[config.mk]
export PLATFORM = sky130hd
export DESIGN_NAME = ita_gelu_cfg
export DESIGN_NICKNAME = d
export VERILOG_FILES = /design/src/rtl/ita_gelu_cfg.sv
export SDC_FILE = /design/constraint.sdc
export NUM_CORES = 1
export LEC_CHECK = 0
export CAP_MARGIN = 10
export CORE_MARGIN = 5
export CORE_UTILIZATION = 50
export CTS_CLUSTER_SIZE = 30
export DETAILED_ROUTE_END_ITERATION = 10
export PLACE_DENSITY_LB_ADDON = 0.12
export RECOVER_POWER = 100
export SLEW_MARGIN = 15
export SYNTH_ARGS = -nofsm -noshare
export SYNTH_HDL_FRONTEND = slang
export SYNTH_SLANG_ARGS = --single-unit
[constraint.sdc]
create_clock -name clk_i -period 3.6 [get_ports clk_i]
set_input_delay 0.72 -clock clk_i [delete_from_list [all_inputs] [get_ports clk_i]]
set_output_delay 0.72 -clock clk_i [all_outputs]
set_load 0.02 [all_outputs]
[src/rtl/ita_gelu_cfg.sv]
// GELU configuration front end: shadow register set on a req/gnt bus,
// promoted atomically to the active set when the datapath is idle.
module ita_gelu_cfg #(
  parameter int unsigned CW = 16,
  parameter int unsigned EW = 8,
  parameter int unsigned SW = 8,
  parameter int unsigned AW = 8
) (
  input  logic          clk_i,
  input  logic          rst_ni,
  input  logic          cfg_req_i,
  output logic          cfg_gnt_o,
  input  logic          cfg_we_i,
  input  logic [2:0]    cfg_addr_i,
  input  logic [31:0]   cfg_wdata_i,
  output logic          cfg_rvalid_o,
  output logic [31:0]   cfg_rdata_o,
  input  logic          commit_i,
  input  logic          busy_i,
  output logic [CW-1:0] one_o,
  output logic [CW-1:0] b_o,
  output logic [CW-1:0] c_o,
  output logic [EW-1:0] eps_mult_o,
  output logic [SW-1:0] right_shift_o,
  output logic [AW-1:0] add_o,
  output logic          cfg_valid_o,
  output logic          pending_o,
  output logic          err_o
);

  typedef enum logic {IDLE, PEND} state_t;

  state_t        state_q;
  logic [CW-1:0] sh_one, sh_b, sh_c;
  logic [EW-1:0] sh_eps;
  logic [SW-1:0] sh_rs;
  logic [AW-1:0] sh_add;

  logic          wr, rd, ctrl_wr;
  logic          commit_req, err_clr;
  logic          promote, b_ok, next_pend;
  logic [31:0]   rd_word;
  logic          unused_wdata;

  assign cfg_gnt_o    = cfg_req_i;
  assign wr           = cfg_req_i & cfg_we_i;
  assign rd           = cfg_req_i & ~cfg_we_i;
  assign ctrl_wr      = wr && (cfg_addr_i == 3'd4);
  assign commit_req   = commit_i | (ctrl_wr & cfg_wdata_i[0]);
  assign err_clr      = ctrl_wr & cfg_wdata_i[1];
  assign promote      = (state_q == PEND) & ~busy_i;
  assign b_ok         = sh_b[CW-1] | (sh_b == '0);
  assign next_pend    = commit_req | ((state_q == PEND) & busy_i);
  assign unused_wdata = ^cfg_wdata_i;

  always_ff @(posedge clk_i or negedge rst_ni) begin
    if (!rst_ni) begin
      sh_one <= '0;
      sh_b   <= '0;
      sh_c   <= '0;
      sh_eps <= '0;
      sh_rs  <= '0;
      sh_add <= '0;
    end else if (wr) begin
      unique case (cfg_addr_i)
        3'd0: sh_one <= cfg_wdata_i[CW-1:0];
        3'd1: sh_b   <= cfg_wdata_i[CW-1:0];
        3'd2: sh_c   <= cfg_wdata_i[CW-1:0];
        3'd3: begin
          sh_eps <= cfg_wdata_i[EW-1:0];
          sh_rs  <= cfg_wdata_i[8 +: SW];
          sh_add <= cfg_wdata_i[16 +: AW];
        end
        default: ;
      endcase
    end
  end

  // Commit FSM; the error set outranks a same-edge clear
  always_ff @(posedge clk_i or negedge rst_ni) begin
    if (!rst_ni) begin
      state_q       <= IDLE;
      pending_o     <= 1'b0;
      err_o         <= 1'b0;
      cfg_valid_o   <= 1'b0;
      one_o         <= '0;
      b_o           <= '0;
      c_o           <= '0;
      eps_mult_o    <= '0;
      right_shift_o <= '0;
      add_o         <= '0;
    end else begin
      state_q   <= next_pend ? PEND : IDLE;
      pending_o <= next_pend & busy_i;
      if (promote && b_ok) begin
        one_o         <= sh_one;
        b_o           <= sh_b;
        c_o           <= sh_c;
        eps_mult_o    <= sh_eps;
        right_shift_o <= sh_rs;
        add_o         <= sh_add;
        cfg_valid_o   <= 1'b1;
      end
      if (promote && !b_ok) err_o <= 1'b1;
      else if (err_clr)     err_o <= 1'b0;
    end
  end

  always_comb begin
    rd_word = '0;
    unique case (cfg_addr_i)
      3'd0: rd_word = {{(32-CW){sh_one[CW-1]}}, sh_one};
      3'd1: rd_word = {{(32-CW){sh_b[CW-1]}}, sh_b};
      3'd2: rd_word = {{(32-CW){sh_c[CW-1]}}, sh_c};
      3'd3: begin
        rd_word[EW-1:0]   = sh_eps;
        rd_word[8 +: SW]  = sh_rs;
        rd_word[16 +: AW] = sh_add;
      end
      3'd4: rd_word = {29'b0, err_o, pending_o, cfg_valid_o};
      default: rd_word = '0;
    endcase
  end

  always_ff @(posedge clk_i or negedge rst_ni) begin
    if (!rst_ni) begin
      cfg_rvalid_o <= 1'b0;
      cfg_rdata_o  <= '0;
    end else begin
      cfg_rvalid_o <= cfg_req_i;
      cfg_rdata_o  <= rd ? rd_word : 32'h0;
    end
  end

endmodule

* Yosys cells after proc, flatten, opt, wreduce, memory -nomap -nowiden
Cells that the tools add are included.
** Operators by class
- Add/sub/neg operators :: 0
- $mul :: 0
- Divide/modulo/power cells :: 0
- Magnitude comparators :: 0
- Eq/ne operators :: 4
- Shift-type cells :: 0
- Multiplexer cells :: 6
- Bitwise operators :: 12
- Reduce and logical (&&, ||, !) cells :: 11
** Operators with widths (count)
- case mux 24 bit (5 select lines) :: 1
- two-way mux 32 bit :: 1
- case mux 8 bit (3 select lines) :: 1
- zero test 16 bit :: 1
- AND reduction 2 bit :: 4
- bitwise AND 1 bit :: 7
- == test 3 x 2 -> 1 bit (second input constant) :: 2
- == test 3 x 1 -> 1 bit (second input constant) :: 1
- == test 3 bit (second input constant) :: 1
- logical AND 1 bit :: 3
- zero test 3 bit :: 1
- two-way mux 1 bit :: 3
- bitwise OR 1 bit :: 3
- inverter 1 bit :: 2
- nonzero test 2 bit :: 1
- zero test 1 bit :: 1
** Word-level totals
- Register bits after elaboration :: 181
- Bits in latches :: 0
- Bits in writable memories :: 0
- ROM bits :: 0
- Output and inout bits :: 109
- Logic and storage cells :: 51
- Memories :: 0

* Logic depth before layout (Yosys ltp)
- Word-level depth :: 6
- Gate-level depth with buffers :: 6
- Mapped depth without buffers :: 4

* Least setup slack after synthesis
No wires, ideal clock.
- Path type :: input to register
- From :: input port cfg_addr_i[1]
- To :: register sh_one[0]
- Library setup time :: 0.125 ns
- Arrival :: 2.043 ns
- Setup slack :: 1.433 ns
- Stages on the path :: 6
- Buffers on the path :: 3
- Path through :: buf_2 nor3_2 and3_1 buf_2 buf_4 mux2_2
** Between the ends
- Cells in the longest elaborated chain, start to end :: 2
** Ends and longest elaborated chain
- start, declared :: RTL line 14 : input logic [2:0] cfg_addr_i,
- zero test 3 bit :: RTL line 65 : unique case (cfg_addr_i)
- AND reduction 2 bit (no line)
- end signal, assigned :: RTL line 66 : 3'd0: sh_one <= cfg_wdata_i[CW-1:0];
- end, declared :: RTL line 34 : logic [CW-1:0] sh_one, sh_b, sh_c;
Every way passes these cells.
A chain may end at the register's enable or synchronous reset.

* Worst setup path in the final report
- From :: register sh_b[12]
- To :: register add_o[0]
** Between the ends
- Cells in the longest elaborated chain, start to end :: 3
** Ends and longest elaborated chain
- start, declared :: RTL line 34
- start signal, assigned :: RTL line 67 : 3'd1: sh_b <= cfg_wdata_i[CW-1:0];
- zero test 16 bit :: RTL line 52 : assign b_ok = sh_b[CW-1] | (sh_b == '0);
- bitwise OR 1 bit :: RTL line 52
- logical AND 1 bit :: RTL line 95 : if (promote && b_ok) begin
- end signal, assigned :: RTL line 91 : add_o <= '0;
- end signal, assigned :: RTL line 101 : add_o <= sh_add;
- end, declared :: RTL line 25 : output logic [AW-1:0] add_o,
Every way passes these cells.

==> flow_summary.json <==
{
  "die_x_microns": 127,
  "endpoint_kind": "flip-flop",
  "synth_edf_count": 0,
  "avgSynthCellArea_sq_um": 15.0,
  "peakVddDrop_uv": 414,
  "fp-row-count": 42,
  "fillers": 1038,
  "clock_latency_ns": 0.41,
  "cts_buffers": 17,
  "syn_inst": 457,
  "antenna_found_initial": 0,
  "cts_resized": 0,
  "synthSimpleGateAreaFrac_pct": 3.25,
  "ys_ff_latch": 174,
  "pre_cts_slack_ns": 0.804,
  "wl_per_cell_microns": 20.1,
  "synth_top_area_cell": "dfrtp_1",
  "r2r_end": "add_o[0]",
  "finalHoldViolCount": 0,
  "min_to": "one_o[11]",
  "arrival_ns": 3.33,
  "cellLeakagePower_uw": 0.00397,
  "synth_area_leaders": "dfrtp_1 64%, mux2_2 23%, a22oi_1 3.0%",
  "htree_levels": 4,
  "io_buffers": 141,
  "setup_slack_ns": 0.558,
  "violations": "capacitance limit, slew limit",
  "finalSetupTns_ns": 0,
  "slew_violations": 86,
  "r2r_cells": 5,
  "cts_buffer_depth": 2,
  "cap_violations": 1,
  "viasPerCell": 5.49,
  "num_vias": 4328,
  "synth_flop_cell": "dfrtp_1",
  "post-route-min-period_ns": 3.04,
  "diodes": 0,
  "clock_skew_ns": 0.00576,
  "power_density_nw_per_um2": 739,
  "grt_max_degree": 86,
  "synth-async-reset-ratio_pct": 100,
  "syn_area_sq_um": 6850,
  "fp.dieH_microns": 127,
  "grt_pass1_vias": 4616,
  "setup.worst_path.start_class": "flip-flop",
  "hpwl_mm": 10.5,
  "synth_xor_area_share_pct": 0,
  "regToRegSetupSlack_ns": 0.56,
  "crit_required_ns": 3.89,
  "worst_slew_pin_slew_ns": 2.06,
  "status": "finished, violations left",
  "cts_tree": "built",
  "grt_usage_pct": 20.5,
  "start_util_pct": 51.3,
  "total_power_uw": 6570,
  "yosysMostFrequentCell": "dfrtp_1",
  "synth_warnings": 0,
  "dieArea_sq_um": 16100,
  "drive_gt1_share_pct": 28.9,
  "synth_common_cells": "174 x dfrtp_1, 137 x mux2_2, 27 x a21oi_1, 27 x a22oi_1",
  "clockRootBuffer": "clkbuf_16",
  "drc": 0,
  "crit_fanout": 48,
  "drt_first_iter_violations": 252,
  "synth_nets": 498,
  "synth_top_family_by_area": "multiplexers",
  "wl_mm": 15.8,
  "synth_compound_area_share_pct": 5.68,
  "rsz0062_at_grt": "no",
  "hold-worst-slack_ns": 0.481,
  "hold_buffers": 0,
  "fin_util_pct": 66.6,
  "synth.distinct_cells": 29,
  "finalCritPeriodShare_pct": 84.5,
  "ioPinCount": 150,
  "hold_depth": 1,
  "core_sq_um": 13300,
  "yosysTopAreaCellShare_pct": 63.5,
  "synthMuxAreaShare_pct": 24.1,
  "worstHoldStart": "one_o[11]",
  "gp_congestion": 0.755,
  "grt_overflow": 0,
  "hold_class": "reg -> reg",
  "post_cts_buffers": 0,
  "crit-reg2reg-launch": "sh_b[12]",
  "nNetsFinal": 642,
  "syn_to_final_growth_pct": 29.8,
  "fmax_mhz": 329,
  "maxSlewHeadroom_pct": -37.5,
  "dr.pass1.iters": 4,
  "clk_pin_slew_worst_paths_ns": 0.06,
  "grt_pass1_wl_mm": 25.6,
  "yosysSeqAreaShare_pct": 63.5,
  "crit_type": "reg -> reg",
  "setup_violations": 0,
  "numClockSinks": 174,
  "synthAdderAreaFrac_pct": 0,
  "drtAntennaViolNets": 0
}
## through the flow
stage / instance area [sq um] / instances
finish: 8890 / 788
global route: 8890 / 788
CTS: 8970 / 788
detailed placement: 8400 / 758
global placement: 8400 / 758
floorplan: 6850 / 457
## logic make-up after synthesis
kind of cell           after synthesis
AOI/OAI and AO/OA                   61
muxes                              147
buffers and inverters               35
DFF                                174
and+or+nand+nor                     40
## report_power, final
| group | internal, uW | switching (uW) |
|---|---|---|
| Clock | 1050 | 688 |
| Combinational | 998 | 944 |
| Sequential | 2530 | 357 |
| Total | 4580 | 1990 |
## metal layers
| layer | track usage, % | wire length (microns) |
|---|---|---|
| met1 | 28.3 | 7180 |
| met2 | 32.3 | 7440 |
| met3 | 5.63 | 1010 |
| met4 | 5.80 | 192 |
| met5 | 0 | 0 |
## sequential cells by signal (all words and copies together), names as in the netlist, 8 cells and up
name,count
sh_c,16
sh_b,16
right_shift_o,8
b_o,16
eps_mult_o,8
sh_one,16
cfg_rdata_o,25
add_o,8
sh_rs,8
sh_eps,8
one_o,16
sh_add,8
c_o,16
## worst max path at each step
stage | startpoint | endpoint | cells after the start
2_1_floorplan | cfg_addr_i[1] | sh_one[0] | 6
3_3_place_gp | cfg_addr_i[1] | sh_rs[1] | 6
3_5_place_dp | cfg_addr_i[1] | sh_add[3] | 6
4_1_cts | cfg_req_i | cfg_gnt_o | 2
5_1_grt | cfg_addr_i[1] | sh_rs[2] | 6
6_report | sh_b[12] | add_o[0] | 5
## worst max-delay path: stages, from the launching register on
cell	delay, ns
dfrtp_1	0.42
nor4_1	0.57
a41oi_1	0.32
nor2_4	0.17
clkbuf_2	0.98
mux2_2	0.43
## final cells by class
class | count | area (sq um) | share of cell area (%)
Clock buffer | 24 | 512 | 5.75
Tap cell | 176 | 220 | 2.48
Sequential cell | 174 | 4350 | 49.0
Clock inverter | 6 | 57.6 | 0.647
Timing Repair Buffer | 159 | 1490 | 16.8
Inverter | 1 | 3.75 | 0.0422
Multi-Input combinational cell | 248 | 2250 | 25.3
## cell usage in the layout (no fill, tap or decap), types with 2 or more instances in the layout
cell	count
buf_4	4
nand2b_1	5
nor3_1	2
clkdlybuf4s50_1	28
clkinv_2	4
nand2_1	12
dlygate4sd3_1	112
clkbuf_1	11
clkbuf_16	17
clkbuf_2	5
a21oi_1	27
and3_1	5
mux2_2	137
nor4_1	4
dfrtp_1	174
nor2_1	5
mux2i_1	4
a22oi_1	27
mux2_1	6
clkbuf_8	6
o21ai_0	3
(Power assumes the default switching activity.)
